File: config.mk
export PLATFORM = sky130hd
export DESIGN_NAME = inst_fetch_flat
export DESIGN_NICKNAME = d
export VERILOG_FILES = /design/src/rtl/inst_fetch_pkg.sv /design/src/rtl/inst_fetch_if.sv /design/src/rtl/inst_fetch_sync_fifo.sv /design/src/rtl/inst_fetch.sv /design/src/flat_wrapper.sv
export SDC_FILE = /design/constraint.sdc
export NUM_CORES = 1
export LEC_CHECK = 0
export BUFFER_PORTS_ARGS = -buffer_cell sky130_fd_sc_hd__buf_2
export CAP_MARGIN = 20
export CORE_AREA = 2 2 207 209
export DETAILED_ROUTE_END_ITERATION = 10
export DIE_AREA = 0 0 209 211
export PLACE_DENSITY = 0.45
export SLEW_MARGIN = 20
export SYNTH_ARGS = -nofsm -noshare
export SYNTH_HDL_FRONTEND = slang
export SYNTH_SLANG_ARGS = --single-unit
File: constraint.sdc
create_clock -name clk -period 2.5 [get_ports clk]
set_input_delay 0.5 -clock clk [delete_from_list [all_inputs] [get_ports clk]]
set_output_delay 0.5 -clock clk [all_outputs]
set_load 0.05 [all_outputs]
File: src/rtl/inst_fetch_pkg.sv
// inst_fetch_pkg
//   Shared constants for the instruction fetch stage: default instruction and
//   address widths, the reset PC, the fetch alignment and the default depth of
//   the fetch buffers.
package inst_fetch_pkg;

   localparam int          INST_W          = 32;
   localparam int          REG_W           = 32;
   localparam logic [31:0] DEF_RESET_PC    = 32'h0000_0000;
   localparam int          IMEM_ALIGN_BITS = 2;
   localparam int          DEF_FIFO_DEPTH  = 2;

endpackage

File: src/rtl/inst_fetch_if.sv
// inst_fetch_if
//   Bundles the fetch stage's buses:
//     imem_req_*     request channel to instruction memory (valid/ready)
//     imem_rsp_*     in-order response channel, never back-pressured
//     redirect_*     flush/restart from branch and jump resolution
//     inst_*         instruction plus PC to decode (valid/ready)
//   master: the fetch stage.  slave: memory/decode/branch side.
//   IW/RW must match the fetch stage's INST_WIDTH/REG_WIDTH.
interface inst_fetch_if
   import inst_fetch_pkg::*;
#(
   parameter int IW = INST_W,
   parameter int RW = REG_W
) ();

   logic          imem_req_valid;
   logic          imem_req_ready;
   logic [RW-1:0] imem_req_addr;
   logic          imem_rsp_valid;
   logic [IW-1:0] imem_rsp_data;
   logic          redirect_valid;
   logic [RW-1:0] redirect_pc;
   logic          inst_valid;
   logic          inst_ready;
   logic [IW-1:0] inst_out;
   logic [RW-1:0] inst_pc;

   modport master (
      output imem_req_valid, imem_req_addr, inst_valid, inst_out, inst_pc,
      input  imem_req_ready, imem_rsp_valid, imem_rsp_data,
             redirect_valid, redirect_pc, inst_ready
   );

   modport slave (
      input  imem_req_valid, imem_req_addr, inst_valid, inst_out, inst_pc,
      output imem_req_ready, imem_rsp_valid, imem_rsp_data,
             redirect_valid, redirect_pc, inst_ready
   );

endinterface

File: src/rtl/inst_fetch_sync_fifo.sv
// inst_fetch_sync_fifo
//   Small synchronous FIFO with flush, registered storage and head-of-queue
//   output (o_data is the oldest entry, valid while !o_empty).
//   Ports: clk, rst_n (async active-low), i_push/i_data, i_pop, i_flush,
//          o_data, o_full, o_empty, o_count.
//   Push when full and pop when empty are ignored; flush wins over both.
module inst_fetch_sync_fifo
   import inst_fetch_pkg::*;
#(
   parameter int WIDTH = REG_W,
   parameter int DEPTH = DEF_FIFO_DEPTH
) (
   input  logic                  clk,
   input  logic                  rst_n,
   input  logic                  i_push,
   input  logic [WIDTH-1:0]      i_data,
   input  logic                  i_pop,
   input  logic                  i_flush,
   output logic [WIDTH-1:0]      o_data,
   output logic                  o_full,
   output logic                  o_empty,
   output logic [$clog2(DEPTH):0] o_count
);

   localparam int PTR_W = $clog2(DEPTH);
   localparam int CNT_W = PTR_W + 1;

   logic [WIDTH-1:0] r_mem [DEPTH];
   logic [PTR_W-1:0] r_wr_ptr;
   logic [PTR_W-1:0] r_rd_ptr;
   logic [CNT_W-1:0] r_count;
   logic             w_push;
   logic             w_pop;

   assign o_full  = (r_count == CNT_W'(DEPTH));
   assign o_empty = (r_count == '0);
   assign o_count = r_count;
   assign o_data  = r_mem[r_rd_ptr];
   assign w_push  = i_push && !o_full;
   assign w_pop   = i_pop && !o_empty;

   // Storage is cleared on reset so the head output reads zero during reset.
   always_ff @(posedge clk or negedge rst_n) begin
      if (!rst_n) begin
         for (int i = 0; i < DEPTH; i++) begin
            r_mem[i] <= '0;
         end
      end else if (w_push && !i_flush) begin
         r_mem[r_wr_ptr] <= i_data;
      end
   end

   always_ff @(posedge clk or negedge rst_n) begin
      if (!rst_n) begin
         r_wr_ptr <= '0;
         r_rd_ptr <= '0;
         r_count  <= '0;
      end else if (i_flush) begin
         r_wr_ptr <= '0;
         r_rd_ptr <= '0;
         r_count  <= '0;
      end else begin
         if (w_push) r_wr_ptr <= r_wr_ptr + PTR_W'(1);
         if (w_pop)  r_rd_ptr <= r_rd_ptr + PTR_W'(1);
         case ({w_push, w_pop})
            2'b10:   r_count <= r_count + CNT_W'(1);
            2'b01:   r_count <= r_count - CNT_W'(1);
            default: ;
         endcase
      end
   end

endmodule

File: src/rtl/inst_fetch.sv
// inst_fetch
//   Instruction fetch stage. Owns the PC, issues word-aligned requests to
//   instruction memory, buffers in-order responses with their PCs and hands
//   them to decode. A redirect flushes everything buffered and discards all
//   responses still in flight.
//   Ports: clk, rst_n (async active-low), bus (inst_fetch_if.master).
//   Request issue is credit based: requests in flight plus buffered
//   instructions never exceed FIFO_DEPTH, so a response always finds a slot.
module inst_fetch
   import inst_fetch_pkg::*;
#(
   parameter int                   INST_WIDTH = INST_W,
   parameter int                   REG_WIDTH  = REG_W,
   parameter logic [REG_WIDTH-1:0] RESET_PC   = DEF_RESET_PC,
   parameter int                   FIFO_DEPTH = DEF_FIFO_DEPTH
) (
   input logic           clk,
   input logic           rst_n,
   inst_fetch_if.master  bus
);

   localparam int CNT_W = $clog2(FIFO_DEPTH) + 1;
   localparam int SUM_W = CNT_W + 1;
   localparam int BUF_W = INST_WIDTH + REG_WIDTH;

   logic [REG_WIDTH-1:0] r_pc;
   logic [CNT_W-1:0]     r_outstanding;
   logic [CNT_W-1:0]     r_drop;

   logic                 w_credit_ok;
   logic                 w_accept;
   logic                 w_rsp_keep;
   logic [REG_WIDTH-1:0] w_tag_pc;
   logic [BUF_W-1:0]     w_buf_data;
   logic                 w_buf_empty;
   logic [CNT_W-1:0]     w_buf_count;
   logic                 w_unused_tag_full;
   logic                 w_unused_tag_empty;
   logic [CNT_W-1:0]     w_unused_tag_count;
   logic                 w_unused_buf_full;

   assign w_credit_ok = (SUM_W'(r_outstanding) + SUM_W'(w_buf_count)) < SUM_W'(FIFO_DEPTH);

   // rst_n gates the request so nothing is presented while reset is held.
   assign bus.imem_req_valid = rst_n && !bus.redirect_valid && w_credit_ok;
   assign bus.imem_req_addr  = {r_pc[REG_WIDTH-1:IMEM_ALIGN_BITS], {IMEM_ALIGN_BITS{1'b0}}};
   assign w_accept           = bus.imem_req_valid && bus.imem_req_ready;

   // Responses arriving while drop is nonzero belong to a flushed stream.
   assign w_rsp_keep = bus.imem_rsp_valid && (r_drop == '0);

   assign bus.inst_valid = !w_buf_empty;
   assign bus.inst_out   = w_buf_data[BUF_W-1:REG_WIDTH];
   assign bus.inst_pc    = w_buf_data[REG_WIDTH-1:0];

   // PCs of undropped in-flight requests, in issue order.
   inst_fetch_sync_fifo #(.WIDTH(REG_WIDTH), .DEPTH(FIFO_DEPTH)) u_tag_q (
      .clk     (clk),
      .rst_n   (rst_n),
      .i_push  (w_accept),
      .i_data  (bus.imem_req_addr),
      .i_pop   (w_rsp_keep),
      .i_flush (bus.redirect_valid),
      .o_data  (w_tag_pc),
      .o_full  (w_unused_tag_full),
      .o_empty (w_unused_tag_empty),
      .o_count (w_unused_tag_count)
   );

   // Returned instructions with their PCs, waiting for decode.
   inst_fetch_sync_fifo #(.WIDTH(BUF_W), .DEPTH(FIFO_DEPTH)) u_inst_buf (
      .clk     (clk),
      .rst_n   (rst_n),
      .i_push  (w_rsp_keep && !bus.redirect_valid),
      .i_data  ({bus.imem_rsp_data, w_tag_pc}),
      .i_pop   (bus.inst_valid && bus.inst_ready),
      .i_flush (bus.redirect_valid),
      .o_data  (w_buf_data),
      .o_full  (w_unused_buf_full),
      .o_empty (w_buf_empty),
      .o_count (w_buf_count)
   );

   always_ff @(posedge clk or negedge rst_n) begin
      if (!rst_n) begin
         r_pc          <= RESET_PC;
         r_outstanding <= '0;
         r_drop        <= '0;
      end else if (bus.redirect_valid) begin
         // Everything still in flight after this cycle is stale: a response
         // landing now retires one, the rest must be dropped on arrival.
         r_pc          <= {bus.redirect_pc[REG_WIDTH-1:IMEM_ALIGN_BITS], {IMEM_ALIGN_BITS{1'b0}}};
         r_drop        <= r_outstanding - CNT_W'(bus.imem_rsp_valid);
         r_outstanding <= r_outstanding - CNT_W'(bus.imem_rsp_valid);
      end else begin
         if (w_accept) r_pc <= r_pc + REG_WIDTH'(4);
         case ({w_accept, bus.imem_rsp_valid})
            2'b10:   r_outstanding <= r_outstanding + CNT_W'(1);
            2'b01:   r_outstanding <= r_outstanding - CNT_W'(1);
            default: ;
         endcase
         if (bus.imem_rsp_valid && (r_drop != '0)) r_drop <= r_drop - CNT_W'(1);
      end
   end

endmodule
File: src/flat_wrapper.sv
// flat-port wrapper written by rule: the top's interface ports become plain ports
module inst_fetch_flat import inst_fetch_pkg::*;
#(
   parameter int                   INST_WIDTH = INST_W,
   parameter int                   REG_WIDTH  = REG_W,
   parameter logic [REG_WIDTH-1:0] RESET_PC   = DEF_RESET_PC,
   parameter int                   FIFO_DEPTH = DEF_FIFO_DEPTH
)
  (clk, rst_n, bus_imem_req_valid, bus_imem_req_addr, bus_inst_valid, bus_inst_out, bus_inst_pc, bus_imem_req_ready, bus_imem_rsp_valid, bus_imem_rsp_data, bus_redirect_valid, bus_redirect_pc, bus_inst_ready);
  inst_fetch_if bus_i ();
  input logic clk;
  input logic rst_n;
  output wire logic [$bits(bus_i.imem_req_valid)-1:0] bus_imem_req_valid;
  output wire logic [$bits(bus_i.imem_req_addr)-1:0] bus_imem_req_addr;
  output wire logic [$bits(bus_i.inst_valid)-1:0] bus_inst_valid;
  output wire logic [$bits(bus_i.inst_out)-1:0] bus_inst_out;
  output wire logic [$bits(bus_i.inst_pc)-1:0] bus_inst_pc;
  input wire logic [$bits(bus_i.imem_req_ready)-1:0] bus_imem_req_ready;
  input wire logic [$bits(bus_i.imem_rsp_valid)-1:0] bus_imem_rsp_valid;
  input wire logic [$bits(bus_i.imem_rsp_data)-1:0] bus_imem_rsp_data;
  input wire logic [$bits(bus_i.redirect_valid)-1:0] bus_redirect_valid;
  input wire logic [$bits(bus_i.redirect_pc)-1:0] bus_redirect_pc;
  input wire logic [$bits(bus_i.inst_ready)-1:0] bus_inst_ready;
  assign bus_imem_req_valid = bus_i.imem_req_valid;
  assign bus_imem_req_addr = bus_i.imem_req_addr;
  assign bus_inst_valid = bus_i.inst_valid;
  assign bus_inst_out = bus_i.inst_out;
  assign bus_inst_pc = bus_i.inst_pc;
  assign bus_i.imem_req_ready = bus_imem_req_ready;
  assign bus_i.imem_rsp_valid = bus_imem_rsp_valid;
  assign bus_i.imem_rsp_data = bus_imem_rsp_data;
  assign bus_i.redirect_valid = bus_redirect_valid;
  assign bus_i.redirect_pc = bus_redirect_pc;
  assign bus_i.inst_ready = bus_inst_ready;
  inst_fetch #(.INST_WIDTH(INST_WIDTH), .REG_WIDTH(REG_WIDTH), .RESET_PC(RESET_PC), .FIFO_DEPTH(FIFO_DEPTH)) u_core (.clk(clk), .rst_n(rst_n), .bus(bus_i));
endmodule
==> results of run 1 <==
sequential cells by signal, summed over array words and instances, names as in the netlist:
name	cells
u_core.u_inst_buf.r_wr_ptr	1
u_core.r_pc	30
u_core.r_drop	2
u_core.u_inst_buf.r_rd_ptr	1
u_core.u_inst_buf.r_mem	124
u_core.u_tag_q.o_count	2
u_core.u_inst_buf.o_count	2
u_core.r_outstanding	2
u_core.u_tag_q.r_wr_ptr	1
u_core.u_tag_q.r_mem	60
u_core.u_tag_q.r_rd_ptr	1
kinds of logic after synthesis:
family	share of synthesized area, %
adders and majority gates	0.555
AOI/OAI and AO/OA	8.11
and+or+nand+nor	8.48
DFF	54.5
xor gates and xnor gates	0.675
other	0.0362
muxes	24.6
buffers and inverters	3.00
through the flow:
stage	setup WS [ns]	util, %	std cells	TNS [ns]	hold slack (ns)
6_report	-0.168	32.7	1605	-4.48	0.154
3_5_place_dp	-0.0785	29.1	1536	-2.07	0.490
5_1_grt	-0.262	32.7	1604	-9.93	0.144
4_1_cts	-0.251	32.0	1597	-5.63	0.124
3_3_place_gp	-0.0789	29.1	1536	-2.28	0.483
2_1_floorplan	-0.514	-	853	-26.86	0.204
worst register-to-register path: cells and delay by family (launching register included):
kind	cells	cell delay [ns]
buffers and inverters	3	0.45
adders and majority gates	1	0.47
DFF	1	0.38
muxes	1	0.30
and+or+nand+nor	4	0.92
layout by cell type, fill, tap and decap left out, drive strengths merged, types with 2 or more instances in the layout:
master  netlist  layout
dfrtp       226     226
buf          31     220
mux2        186     186
nor2         82      82
a21oi        70      70
nand2        40      40
mux2i        35      35
clkbuf       30      35
o21ai        22      22
nand4        13      13
o211ai       13      13
nand3        13      13
clkinv        0      10
o311ai        9       9
and3          6       6
inv           5       5
bufinv        0       5
nand2b        4       4
xnor2         4       4
xor2          4       4
a21o          4       4
a221o         4       4
conb          1       4
nor3          4       4
or3           4       4
and2          4       4
diode         0       3
a31oi         3       3
o21a          3       3
a32oi         3       3
ha            3       3
nor4          3       3
nor2b         2       2
and4          2       2
a22oi         2       2
nand3b        2       2
nor3b         2       2
nor4b         2       2
o31ai         2       2
report_power, final:
part | switching, W | internal (W) | total [W]
combinational | 0.00398 | 0.00246 | 0.00644
clock | 0.00162 | 0.00267 | 0.00429
sequential | 0.000750 | 0.00495 | 0.00570
total | 0.00635 | 0.0101 | 0.0164
final timing paths:
kind / to / startpoint / cells after the start / slack [ns]
worst min-delay path: u_core.r_pc[18]$_DFFE_PN0P_ / bus_redirect_pc[18] / 2 / 0.15
max in group asynchronous: u_core.u_inst_buf.r_mem[39]$_DFFE_PN0P_ / rst_n / 2 / 1.61
worst min register to register: u_core.u_inst_buf.r_mem[58]$_DFFE_PN0P_ / u_core.u_inst_buf.r_mem[58]$_DFFE_PN0P_ / 1 / 0.50
worst max-delay path: bus_imem_req_valid / u_core.r_outstanding[0]$_DFFE_PN0P_ / 5 / -0.17
worst max register to register: u_core.u_tag_q.r_mem[56]$_DFFE_PN0P_ / u_core.r_outstanding[0]$_DFFE_PN0P_ / 9 / -0.15
min in group asynchronous: u_core.r_drop[0]$_DFFE_PN0P_ / rst_n / 2 / 0.18
routing by layer:
layer	track usage, %	wire length (um)	vias up
met5	0	0	-
met4	4.11	598	0
met3	2.30	1180	43
met2	20.1	13000	136
met1	17.5	13400	3569
li1	-	-	3451
what timing repair did:
action                                  CTS  global route
pin swaps                                 4            27
cloned                                    3             1
hold buffers                              0             0
endpoints found under the setup margin   91            92
buffers inserted                          9             4
gates resized for setup                  25            49
final cells by class:
type | instances | area, sq um
clock buffers | 34 | 764
clock inverters | 16 | 208
diodes | 3 | 7.51
fillers | 4243 | 28100
inverters | 5 | 18.8
multi-input cells | 561 | 4690
repair buffers | 221 | 1640
flip-flops and latches | 226 | 5660
well taps | 539 | 674
==> results.toml, run 1 <==
[status]
status = "finished with violations"
violations = "negative setup slack"

[yosys]
synth_most_common_cell = "dfrtp_1"
ys_ff_latch = 226
synth-main-ff-cell = "dfrtp_1"
syn_area_sq_mm = 0.0104
async_flop_share_pct = 100
syn_avg_cell_area_sq_um = 12.2
synth_top_area_share_pct = 54.5
synth_edf_count = 0
synth_common_cells = "dfrtp_1 (226), mux2_2 (157), nor2_1 (82), a21oi_1 (70), nand2_1 (39)"
ys_top_cells_by_area = "dfrtp_1 (55%), mux2_2 (17%), mux2_4 (4.2%)"
yosysUniqueCellTypes = 50
ys_seq_area_share_pct = 54.5
syn_inst = 850
ys_warn_count = 0
synth_top_area_cell = "dfrtp_1"

[setup_path]
critPathArrivalTime_ns = 2.17
crit_path_end_kind = "output pin"
crit_chain = "and2_4, fa_1, nor4b_4, buf_4, buf_12"
start_kind = "flop"
path_max_fanout = 2
required_ns = 2.00
crit_family = "adder cells"
path_buf_inv = 2
slowest_stage = "fa_1"
worstSetupPathType = "reg -> out"
worst_path_largest_cell_delay_ns = 0.47

[die]
die_x_um = 209
dieArea_sq_mm = 0.0441
core_sq_mm = 0.0418
ioPinCount = 168
die_y_um = 211
placementRows = 75
start_util_pct = 24.8

[timing]
finalCriticalPeriod_ns = 2.67
drv_slew = 0
finalClockSkew_ns = 0.0110
max-slew-margin-rel_pct = 34.6
rsz0062_at_grt = "true"
tightest_slew_ns = 0.980
finalSetupViolations = 44
fin_ws_ns = -0.168
min_period_over_period_pct = 107
hold_violations = 0
fmax_mhz = 375

[global_routing]
grt_pass1_vias = 7392
grt_max_degree = 157
antenna_found_initial = 4
grt_pass1_wl_um = 43900
grt-ovfl-total = 0
grt_use_total_pct = 12.7

[job]
drv_cap = 0

[routing]
drt-initial-drc-count = 364
drc_errors = 0
viasPerCell = 4.49
wl_per_cell_um = 17.6
dr_total_vias = 7199
drt_wl_total_um = 28200
dr.pass1.iters = 5
antenna_left = 0

[clock_tree]
path_clk_slew_ns = 0.06
clk_latency_ns = 0.55
clk_path_buf_depth = 3
cts_sinks = 226
root_buffer = "clkbuf_16"
tritoncts = "built"
cts_max_level = 1
cts_buffers = 28

[placement]
hpwl_um = 18500
portBuffers = 161
gp_congestion = 0.721
placed_area_sq_mm = 0.0121

[pwr]
power_leakage_nw = 6.24
totalPowerFinal_w = 0.0164
p_per_area_mw_per_mm2 = 1200
ir_worst_vdd_mv = 0.686

[cells_and_area]
final_layout_size_suffix_gt1_share_pct = 47.0
nNetsFinal = 1117
fin_area_sq_mm = 0.0137
areaGrowthSynthToFinish_pct = 31.7

[worst_hold_path]
min_path_type = "in -> reg"
No activity file was read; power rests on OpenSTA's default activity.
==> run 2: changes to the inputs <==
--- a/config.mk
+++ b/config.mk
@@ -7,11 +7,12 @@
 export LEC_CHECK = 0
 export BUFFER_PORTS_ARGS = -buffer_cell sky130_fd_sc_hd__buf_2
 export CAP_MARGIN = 20
-export CORE_AREA = 2 2 207 209
+export CORE_AREA = 2 2 215 217
 export DETAILED_ROUTE_END_ITERATION = 10
-export DIE_AREA = 0 0 209 211
+export DIE_AREA = 0 0 217 219
 export PLACE_DENSITY = 0.45
 export SLEW_MARGIN = 20
 export SYNTH_ARGS = -nofsm -noshare
 export SYNTH_HDL_FRONTEND = slang
+export SYNTH_HIERARCHICAL = 1
 export SYNTH_SLANG_ARGS = --single-unit
==> results.toml, run 2 <==
[placement]
dpl.cell_count = 1591
portBuffers = 163
placed_area_sq_mm = 0.0131
gp_congestion = 0.774
hpwl_um = 20000

[cells_and_area]
fin_area_sq_mm = 0.0145
top_register = "u_core/u_inst_buf/r_mem"
final_common_cell = "dfrtp_1"
layout_common_cells = "dfrtp_1 (232), buf_2 (161), mux2_2 (161), mux2_4 (122), buf_4 (43)"
fin_util_pct = 32.2
final_layout_size_suffix_gt1_share_pct = 55.3
nNetsFinal = 1112
reg.largest.list = "u_core/u_inst_buf/r_mem x128, u_core/u_tag_q/r_mem x64, u_core/r_pc x30"
finalNonFillerCells = 1660
largest_register_ffs = 128
n_antenna_cell = 0
areaGrowthSynthToFinish_pct = 29.8

[global_routing]
grt_use_total_pct = 13.3
grt_pass1_vias = 7942
grt_max_degree = 146
grt_pass1_wl_um = 49000
grt-ovfl-total = 0
antenna_found_initial = 0

[yosys]
synth_top_area_cell = "dfrtp_1"
ys_top_cells_by_area = "dfrtp_1 (52%), mux2_2 (19%), mux2_4 (12%)"
ys_seq_area_share_pct = 52.3
ys_ff_latch = 234
synth-main-ff-cell = "dfrtp_1"
async_flop_share_pct = 100
ys_warn_count = 6
synth_most_common_cell = "dfrtp_1"
synth_top_area_share_pct = 52.3
synth_common_cells = "dfrtp_1 (234), mux2_2 (191), mux2_4 (90), nand2_1 (36), nor2_1 (30)"
synth_edf_count = 0
syn_inst = 814
syn_avg_cell_area_sq_um = 13.7
yosysUniqueCellTypes = 54
syn_area_sq_mm = 0.0112

[job]
drv_cap = 0

[timing]
drv_slew = 0
finalClockSkew_ns = 0.0143
max-slew-margin-rel_pct = 35.7
finalCriticalPeriod_ns = 2.77
tightest_slew_ns = 0.965
min_period_over_period_pct = 111
whs_ns = 0.138
finalSetupViolations = 50
hold_violations = 0
fin_ws_ns = -0.268
rsz0062_at_grt = "true"
fmax_mhz = 361

[setup_path]
required_ns = 2.95
worst_path_largest_cell_delay_ns = 0.59
path_buf_inv = 4
cpMostUsedCell = "inv_4"
crit_chain = "and2_4, fa_2, nor4b_4, nand2_2, inv_4, inv_4, or4b_4, buf_12, buf_16, mux2_4"
crit_path_end_kind = "flop"
crit_family = "simple AND/OR/NAND/NOR gates"
path_max_fanout = 8
worstSetupPathType = "reg -> reg"
start_kind = "flop"
critPathArrivalTime_ns = 3.21
slowest_stage = "or4b_4"

[routing]
wl_per_cell_um = 18.9
dr_wl_met3_um = 1850
dr.pass1.iters = 4
routed-wl-met2_um = 14200
drt_wl_total_um = 31400
drc_errors = 0
viasPerCell = 4.49
drt-initial-drc-count = 405
routed.top_layer = "met4"
dr_total_vias = 7451
antenna_left = 0
wl_met1_um = 14800

[die]
dieArea_sq_mm = 0.0475
start_util_pct = 24.8
core_sq_mm = 0.0451
die_y_um = 219
die_x_um = 217
ioPinCount = 168
placementRows = 78

[clock_tree]
tritoncts = "built"
clk_latency_ns = 0.57
clk_path_buf_depth = 3
cts_max_level = 1
path_clk_slew_ns = 0.06
cts_buffers = 30
cts_sinks = 234
root_buffer = "clkbuf_16"

[pwr]
clkPwrFrac_pct = 28.1
totalPowerFinal_w = 0.0153
power_leakage_nw = 7.04
pwr-share-seq_pct = 35.4
netSwitchingPower_w = 0.00560
p_per_area_mw_per_mm2 = 1050
swShare_pct = 36.6
internal_power_w = 0.00969
comb_power_share_pct = 36.6
ir_worst_vdd_mv = 0.539

[status]
status = "finished with violations"
violations = "negative setup slack"

[worst_hold_path]
min_path_type = "in -> reg"
run 2: path summary, 6_finish.rpt:
check	startpoint	end	slack, ns	depth (start not counted)
max	u_core/u_inst_buf/o_count[0]$_DFFE_PN0P_	u_core/u_tag_q/r_mem[13]$_DFFE_PN0P_	-0.27	10
min	bus_redirect_pc[11]	u_core/r_pc[11]$_DFFE_PN0P_	0.14	3
max reg2reg	u_core/u_inst_buf/o_count[0]$_DFFE_PN0P_	u_core/u_tag_q/r_mem[13]$_DFFE_PN0P_	-0.27	10
min reg2reg	u_core/u_inst_buf/r_mem[96]$_DFFE_PN0P_	u_core/u_inst_buf/r_mem[96]$_DFFE_PN0P_	0.48	1
max in group asynchronous	rst_n	u_core/u_inst_buf/r_rd_ptr$_DFFE_PN0P_	0.64	4
min in group asynchronous	rst_n	u_core/u_inst_buf/r_mem[39]$_DFFE_PN0P_	0.57	3
run 2: final cells by class:
cell class	instances	area, sq um
Fill cell	4563	30600
Sequential cell	234	5860
Multi-Input combinational cell	527	5190
Timing Repair Buffer	232	1670
Clock buffer	46	921
Tap cell	600	751
Clock inverter	8	78.8
Inverter	13	53.8
run 2: per-stage QoR:
stage,setup WS (ns),setup TNS [ns]
5_1_grt,-0.360,-14.36
2_1_floorplan,-1.07,-71.23
3_5_place_dp,-0.393,-19.63
6_report,-0.268,-8.40
3_3_place_gp,-0.386,-19.46
4_1_cts,-0.265,-12.54
run 2: worst reg2reg max path, delay by kind of cell (launching register included):
kind	cells	cell delay, ns
adder cells (fa/ha/maj)	1	0.45
flip-flops	1	0.38
multiplexers	1	0.29
AND/OR/NAND/NOR	4	1.11
buffers and inverters	4	0.41
run 2: power by group through the flow:
stage	logic [W]	registers [W]	clock network, W
global route	0.00596	0.00556	0.00466
floorplan	0.00394	0.00553	0
detailed placement	0.00545	0.00546	0
global placement	0.00541	0.00542	0
CTS	0.00567	0.00541	0.00449
finish	0.00559	0.00541	0.00429
run 2: routing by layer:
| metal | vias up | GRT usage (%) |
|---|---|---|
| li1 | 3422 | - |
| met1 | 3802 | 18.5 |
| met4 | 0 | 3.33 |
| met5 | - | 0 |
| met2 | 192 | 20.9 |
| met3 | 35 | 2.76 |
run 2: kinds of logic (layout without fill, tap and decap cells):
kind of cell / Yosys count / in the layout / share of synthesized area [%]
multiplexers: 290 / 290 / 32.2
flip-flops: 234 / 234 / 52.3
AND/OR/NAND/NOR: 142 / 142 / 6.96
AO/OA/AOI/OAI: 78 / 78 / 4.62
buffers and inverters: 58 / 299 / 2.79
XOR/XNOR: 7 / 7 / 0.548
adder cells (fa/ha/maj): 4 / 4 / 0.515
other: 1 / 6 / 0.0335
run 2: what timing repair did:
action	in CTS	in global routing
hold buffers	0	1
buffers inserted	9	2
hold endpoints to repair	0	3
endpoints found under the setup margin	121	79
gates cloned	6	1
pin swaps	6	2
gates resized for setup	46	8
==> run 3: changes to the inputs <==
--- a/config.mk
+++ b/config.mk
@@ -11,6 +11,7 @@
 export DETAILED_ROUTE_END_ITERATION = 10
 export DIE_AREA = 0 0 217 219
 export PLACE_DENSITY = 0.45
+export REMOVE_ABC_BUFFERS = 1
 export SLEW_MARGIN = 20
 export SYNTH_ARGS = -nofsm -noshare
 export SYNTH_HDL_FRONTEND = slang
==> results.toml, run 3 (synthesized netlist as in run 2, its figures left out) <==
[status]
status = "finished with violations"
violations = "negative setup slack"

[cells_and_area]
reg.largest.list = "u_core/u_inst_buf/r_mem x128, u_core/u_tag_q/r_mem x64, u_core/r_pc x30"
areaGrowthSynthToFinish_pct = 27.9
layout_common_cells = "dfrtp_1 (232), mux2_2 (189), buf_2 (156), mux2_4 (92), buf_4 (58)"
largest_register_ffs = 128
finalNonFillerCells = 1660
nNetsFinal = 1114
final_common_cell = "dfrtp_1"
final_layout_size_suffix_gt1_share_pct = 55.2
top_register = "u_core/u_inst_buf/r_mem"
n_antenna_cell = 0

[pwr]
power_leakage_nw = 6.92
pwr-share-seq_pct = 35.7
clkPwrFrac_pct = 27.7
comb_power_share_pct = 36.6
netSwitchingPower_w = 0.00563
p_per_area_mw_per_mm2 = 1060
internal_power_w = 0.00946
swShare_pct = 37.3
ir_worst_vdd_mv = 0.618

[setup_path]
path_max_fanout = 16
cpMostUsedCell = "inv_2"
worstSetupPathType = "reg -> reg"
slowest_stage = "or4b_4"
crit_chain = "and2_4, fa_1, nor4b_4, nand2_1, inv_2, inv_2, or4b_4, buf_12, mux2_4"
reg2reg_depth = 9
rrSetupSlack_ns = -0.26
worstReg2RegEnd = "u_core/u_tag_q/r_mem[26]$_DFFE_PN0P_"
start_kind = "flop"
required_ns = 2.94
r2r_start = "u_core/r_outstanding[0]$_DFFE_PN0P_"
critPathArrivalTime_ns = 3.21
crit_path_end_kind = "flop"
worst_path_largest_cell_delay_ns = 0.58

[worst_hold_path]
min_path_type = "in -> async"

[routing]
drt_wl_total_um = 31500
drc_errors = 0
viasPerCell = 4.45
wl_per_cell_um = 19.0
dr_total_vias = 7381
antenna_left = 0
drt-initial-drc-count = 442
dr.pass1.iters = 4

[global_routing]
grt_use_total_pct = 13.1
grt_pass1_wl_um = 48100
grt-ovfl-total = 0
antenna_found_initial = 1
grt_pass1_vias = 7707
grt_max_degree = 130

[clock_tree]
cts_buffers = 29
clk_latency_ns = 0.58
clk_path_buf_depth = 3
root_buffer = "clkbuf_16"
path_clk_slew_ns = 0.06
cts_max_level = 1
cts_sinks = 234
tritoncts = "built"

[die]
ioPinCount = 168
dieArea_sq_mm = 0.0475
core_sq_mm = 0.0451
die_y_um = 219
start_util_pct = 24.8
die_x_um = 217
placementRows = 78

[job]
drv_cap = 0

[timing]
finalCriticalPeriod_ns = 2.76
setup_tns_ns = -14.28
finalClockSkew_ns = 0.0225
fmax_mhz = 362
max-slew-margin-rel_pct = 45.8
tightest_slew_ns = 0.813
whs_ns = 0.0932
rsz0062_at_grt = "true"
finalSetupViolations = 67
fin_ws_ns = -0.261
drv_slew = 0
hold_violations = 0
min_period_over_period_pct = 110

[placement]
gp_congestion = 0.724
portBuffers = 163
dpl.cell_count = 1600
hpwl_um = 20900
==> run 3: worst max path at each step <==
stage                                                       to  slack (ns)  depth (start not counted)                                     start
after global routing      u_core/u_tag_q/r_mem[31]$_DFFE_PN0P_       -0.34                          9       u_core/r_outstanding[0]$_DFFE_PN0P_
after global placement    u_core/u_tag_q/r_mem[15]$_DFFE_PN0P_       -0.37                          9       u_core/r_outstanding[0]$_DFFE_PN0P_
final                     u_core/u_tag_q/r_mem[26]$_DFFE_PN0P_       -0.26                          9       u_core/r_outstanding[0]$_DFFE_PN0P_
after floorplan           u_core/u_tag_q/r_mem[38]$_DFFE_PN0P_       -2.95                          8  u_core/u_inst_buf/o_count[0]$_DFFE_PN0P_
after detailed placement  u_core/u_tag_q/r_mem[11]$_DFFE_PN0P_       -0.38                          9       u_core/r_outstanding[0]$_DFFE_PN0P_
after CTS                 u_core/u_tag_q/r_mem[26]$_DFFE_PN0P_       -0.26                          9       u_core/r_outstanding[0]$_DFFE_PN0P_
==> run 3: metal layers <==
layer	wire length [um]	vias to the layer above	GRT usage (%)
li1	-	3431	-
met1	15400	3754	18.6
met2	14200	158	20.6
met3	1250	38	2.34
met4	710	0	3.33
met5	0	-	0
==> run 3: layout make-up <==
cell class,count,area [sq um]
Clock buffer,40,817
Inverter,13,48.8
Fill cell,4586,30800
Multi-Input combinational cell,527,5090
Timing Repair Buffer,235,1610
Tap cell,600,751
Sequential cell,234,5860
Clock inverter,11,125
==> run 3: metrics by stage <==
stage / cell area (sq um) / setup WS [ns] / util, % / total power [W]
after global placement: 13200 / -0.366 / 29.2 / 0.0109
after CTS: 14200 / -0.257 / 31.5 / 0.0153
after detailed placement: 13200 / -0.384 / 29.2 / 0.0109
after floorplan: 10900 / -2.95 / - / 0.00944
final: 14300 / -0.261 / 31.7 / 0.0151
after global routing: 14300 / -0.340 / 31.7 / 0.0159
==> run 3: repair_timing <==
item                                   4_1_cts  5_1_grt
hold buffers                                 0        0
gates cloned                                 1        2
setup endpoints to repair                  122       85
resized for setup                           10       21
endpoints found under the hold margin        0        0
pin swaps                                    1        4
setup buffers                                4        3
==> run 3: power groups by stage <==
stage               clock network (W)  logic, W  registers [W]
CTS                           0.00436   0.00555        0.00539
floorplan                           0   0.00390        0.00554
global route                  0.00451   0.00587        0.00554
global placement                    0   0.00546        0.00541
detailed placement                  0   0.00550        0.00544
finish                        0.00418   0.00553        0.00539
==> run 3: critical path: cells and delay by family (launching register included) <==
| family | cells | cell delay [ns] |
|---|---|---|
| simple gates | 4 | 1.14 |
| buf+inv | 3 | 0.31 |
| mux | 1 | 0.31 |
| flops | 1 | 0.37 |
| fa+ha+maj | 1 | 0.48 |
